`src/rtl/qeciphy_pkg.sv`:
```
// Shared types, constants and helpers for the QECIPHY traffic generator/checker.
package qeciphy_pkg;

  typedef enum logic [1:0] {
    ST_IDLE      = 2'd0,
    ST_WAIT_LINK = 2'd1,
    ST_RUN       = 2'd2,
    ST_DONE      = 2'd3
  } qeciphy_traffic_state_t;

  localparam logic [63:0] QECIPHY_TRAFFIC_DEFAULT_SEED = 64'h0123_4567_89AB_CDEF;

  function automatic logic [63:0] qeciphy_xorshift64_next(input logic [63:0] i_x);
    logic [63:0] v;
    v = i_x ^ (i_x << 13);
    v = v ^ (v >> 7);
    v = v ^ (v << 17);
    return v;
  endfunction

endpackage

```
`src/rtl/qeciphy_pattern_gen.sv`:
```
// Deterministic 64-bit pattern source: beat index ("counter") or xorshift64 ("random").
module qeciphy_pattern_gen
  import qeciphy_pkg::*;
#(
  parameter string       PATTERN = "random",
  parameter logic [63:0] SEED    = QECIPHY_TRAFFIC_DEFAULT_SEED
) (
  input  logic        i_clk,
  input  logic        i_rst,
  input  logic        i_reseed,
  input  logic        i_advance,
  output logic [63:0] o_value
);
  localparam bit          IS_COUNTER = (PATTERN == "counter");
  localparam logic [63:0] VALUE0     = IS_COUNTER ? 64'd0 : SEED;

  logic [63:0] r_value;
  logic [63:0] w_next;

  always_comb begin
    w_next = r_value;
    if (i_reseed) begin
      w_next = VALUE0;
    end else if (i_advance) begin
      w_next = IS_COUNTER ? (r_value + 64'd1) : qeciphy_xorshift64_next(r_value);
    end else begin
      w_next = r_value;
    end
  end

  always_ff @(posedge i_clk or posedge i_rst) begin
    if (i_rst) r_value <= VALUE0;
    else       r_value <= w_next;
  end

  assign o_value = r_value;
endmodule

```
`config.mk`:
```
export PLATFORM = sky130hd
export DESIGN_NAME = qeciphy_pattern_gen
export DESIGN_NICKNAME = d
export VERILOG_FILES = /design/src/rtl/qeciphy_pkg.sv /design/src/rtl/qeciphy_pattern_gen.sv
export SDC_FILE = /design/constraint.sdc
export NUM_CORES = 1
export LEC_CHECK = 0
export ABC_AREA = 1
export BUFFER_PORTS_ARGS = -buffer_cell sky130_fd_sc_hd__buf_2
export CAP_MARGIN = 10
export CORE_UTILIZATION = 55
export DETAILED_ROUTE_END_ITERATION = 7
export PLACE_DENSITY = 0.77
export SETUP_SLACK_MARGIN = 0.15
export SLEW_MARGIN = 0
export SYNTH_ARGS = -nofsm -noshare
export SYNTH_HDL_FRONTEND = slang
export SYNTH_SLANG_ARGS = --single-unit
export TNS_END_PERCENT = 30
```
`constraint.sdc`:
```
create_clock -name i_clk -period 4.8 [get_ports i_clk]
set_clock_uncertainty 0.2 [all_clocks]
set_input_delay 0.96 -clock i_clk [delete_from_list [all_inputs] [get_ports i_clk]]
set_output_delay 0.96 -clock i_clk [all_outputs]
set_load 0.03 [all_outputs]
```
# ---- Word-level counts from Yosys, hierarchy flattened
# Cells that the tools add are included.
dict set report word_totals {
  reg_bits 64
  out_inout_bits 64
  inputBits 4
  wordCells 7
}
dict set report classes {
  bitwise_logic 3
  muxes 2
  n_reduce_logical 1
}
# operator n
set ops {}
lappend ops {{$mux 64} 2}
lappend ops {{$xor 64x64->64} 2}
lappend ops {{$xor 64x57->64} 1}
lappend ops {{$reduce_bool 2->1} 1}

# ---- Logic depth before layout (Yosys ltp)
dict set report logic_depth {
  ltp_word 5
  mapped_depth 11
  ltp_nobuf 10
}

# ---- Worst setup path after synthesis
# No wires, ideal clock.
dict set report synth_timing {
  path_kind {input to register}
  start {in i_advance}
  end {reg r_value[5] (netlist: o_value[5])}
  arrival_time_ps 1554
  n_path_buf 2
  path_slack_ps 2952
  setup_time_ps 94
  t_required_ps 4506
  path_stages 5
  cell_sequence {inv_1 nor2_2 buf_2 buf_4 a22oi_1}
}
dict set report synth_between {
  elab_chain_len 1
}
# element line_no
set synth_lines {}
lappend synth_lines {{start: declaration} qeciphy_pattern_gen.sv:11} ;# input logic i_advance,
lappend synth_lines {{$reduce_bool 2->1 (no line)} --}
lappend synth_lines {{end signal: assignment} qeciphy_pattern_gen.sv:33} ;# else r_value <= w_next;
lappend synth_lines {{end: declaration} qeciphy_pattern_gen.sv:17} ;# logic [63:0] r_value;
# No other way between the ends.
# A chain may end at the register's enable or synchronous reset.

# ---- Final worst setup path
dict set report layout_timing {
  start {in i_advance}
  end {reg r_value[21] (netlist: o_value[21])}
}
# The elaborated chain is that of the path after synthesis.

==> metrics.txt <==
Worst Path Max Fanout=37; Post-synth top cells=526 x nand2_1, 104 x inv_1, 44 x nand3_1; Resized Gates After CTS=0; initial DRC count=around 340; # setup viols final=0; Vias=approximately 5500; sequential share of power=26.3%; top_reg_cell synth=dfstp_2; post-synthesis net count=860; Post-CTS Setup Repair Bufs=0; hold buffers post-CTS=0; number of flops mapped to enable cells by yosys=0; Post-Syn Instances=between 800 and 900; Sw Ratio=a little under three fifths; CTS tree=done; Slowest cell on crit path=nor2_4; post-DP HPWL=11000 um; # DRC=0; CP Capture Type=flip-flop; min-delay worst type=flip-flop to flip-flop; RSZ-0062 raised after global routing=no; Avg WL per Cell=between 10 and 15 um; post-route design area=roughly 5600 sq um; Synth Warn #=0; Leakage=about 3.4 nW; Period minus WS final=approximately 2.4 ns; final slew viol count=0; final-layout fill cell count=roughly 850; PwrDens=about 780 nW/um^2; Critical Path RT=approximately 4.9 ns; largest area contributor in the netlist=nand2_1; internal power=roughly 1.8 mW; Critical Path AT=2.50 ns; global-route wire length before repair=23600 um; Clock Path Buffers=2; Setup CP Type=input port to flip-flop; share of layout cells above drive strength 1=around 14%; Total Routed Length=around 15000 um; GRT Total Usage=31.6%; I/O Pins=a little under 70; first-pass iteration count of the detailed router=5; GRT overflow=0; vias in the first global route=4938; post-route clock period utilization=about 50%; Slew HR=a little over two fifths; worst path cell trace=buf_2 > inv_1 > nor2_4 > buf_4 > nand3_1 > nand2_1 > inv_1; post-layout util=between 60% and 70%; clk root buf=clkbuf_8; outcome=complete, no violations; register area share after synthesis=about a third; Clk pwr share=about a tenth; max-cap viol count=0; Die Area=roughly 9500 sq um; Hold Violations, Final=0; post-synthesis async set-or-reset flop share=100%; final setup TNS=0 ns; Rows=34; DIE WIDTH=97.2 um; Cell Area, Synth=between 4000 and 5000 sq um; vias per cell=5.33; top cell type's share of synthesized area=39.6%; core area=between 8000 and 9000 sq um; #FFs+latches synth=between 60 and 70; clock slew at the register clock pins of the worst setup and hold paths=0.07 ns; initial antenna violation count=0; RD Place Congestion=slightly below 0.9; clock sinks=between 60 and 70; achievable clock frequency=~410 MHz; number of flip-flops in the largest register=64; top-count cell post-synth=nand2_1; Post-DRT Antenna Nets=0; H-tree level count=3; Worst Tran Pin Value=between 0.8 and 0.9 ns; Die Y=roughly 97 um; most frequent CP cell=inv_1; Avg Cell Area, Syn=between 5 and 6 sq um; clk_lat worst skew=between 0.3 and 0.4 ns; Slowest Stage Delay on Critical Path=about 0.66 ns; post-synthesis to final-layout area growth=11.4%; Worst Setup Start Kind=input port; largest cells by area after synthesis=nand2_1 40%, dfstp_2 17%, dfrtp_1 16%, inv_1 7.8%, nand3_1 4.4%; Max IR drop VDD=approximately 0.38 mV; Post-Place Cell Area=between 5000 and 6000 sq um; combinational group share of total power=a little under two thirds; largest net degree at the start of global routing=39; TritonCTS buffer count=9; Psw=roughly 2.5 mW; # port buffers=67; Unique masters post-synth=24; Initial Util=a little under three fifths; Layout Nets=a little over 900; ANT cells=0
[critical path: cells and delay by family]
family,cells,cell delay (ns)
buffers and inverters,4,0.64
AND/OR/NAND/NOR,3,0.89
[cells in the final DEF (no fill, tap or decap)]
master	n
a21oi_1	4
a22oi_1	12
buf_2	67
buf_4	3
clkbuf_1	4
clkbuf_8	11
clkinv_2	1
dfrtp_1	32
dfstp_2	32
inv_1	103
inv_2	5
nand2_1	526
nand2_2	2
nand3_1	44
nand3b_1	1
nand4_1	1
nor2_1	17
nor2_4	2
o21ai_0	6
o21ai_1	10
o21ai_2	1
o22ai_1	4
xnor2_1	21
xor2_1	13
xor2_2	1
[cell families after synthesis]
kind of cell	count (synthesis)	share of synthesized area [%]
simple gates	593	46.0
buf+inv	127	10.3
flops	64	32.9
compound gates	37	4.49
xor+xnor	35	6.30
[final timing paths]
check                                   startpoint                       to  slack, ns  cells after the start
setup / recovery                         i_advance  o_value[21]$_DFFE_PP1P_       2.38                      7
hold reg to reg            o_value[53]$_DFFE_PP1P_  o_value[53]$_DFFE_PP1P_       0.33                      2
max in group asynchronous                    i_rst  o_value[34]$_DFFE_PP1P_       2.91                      3
hold / removal             o_value[53]$_DFFE_PP1P_  o_value[53]$_DFFE_PP1P_       0.33                      2
min in group asynchronous                    i_rst  o_value[63]$_DFFE_PP0P_       0.50                      2
setup reg to reg           o_value[19]$_DFFE_PP1P_  o_value[25]$_DFFE_PP0P_       3.09                      9
[final cells by class]
| type | count | area (sq um) | share of cell area, % |
|---|---|---|---|
| well taps | 108 | 135 | 2.43 |
| multi-input cells | 665 | 2850 | 51.2 |
| repair buffers | 70 | 358 | 6.44 |
| inverters | 108 | 405 | 7.30 |
| flip-flops and latches | 64 | 1640 | 29.5 |
| clock inverters | 1 | 5.00 | 0.0901 |
| clock buffers | 15 | 166 | 2.99 |
[metrics by stage]
step / cells / total power, mW / setup slack [ns] / hold WS [ns]
after floorplan: 856 / 3.16 / 2.09 / 0.377
after global placement: 1015 / 3.74 / 2.11 / 0.309
after detailed placement: 1015 / 3.84 / 2.05 / 0.320
after CTS: 1031 / 4.28 / 2.40 / 0.330
after global routing: 1031 / 4.73 / 2.28 / 0.372
final: 1031 / 4.32 / 2.38 / 0.333
[routing by layer]
metal	up-vias	part of all wire, %	global-route usage, %	wire, um
met5	-	0	0	0
met4	0	3.0	13.3	444
met3	39	7.6	5.61	1120
met2	220	46	50.9	6800
met1	2521	43	41.8	6330
li1	2719	-	-	-
[power groups by stage]
stage	clock network, mW	logic (mW)	registers [mW]
after floorplan	0	1.80	1.37
after global placement	0	2.62	1.12
after detailed placement	0	2.70	1.13
after CTS	0.433	2.72	1.13
after global routing	0.457	3.10	1.16
final	0.432	2.76	1.14
No activity file was read; power rests on OpenSTA's default activity.
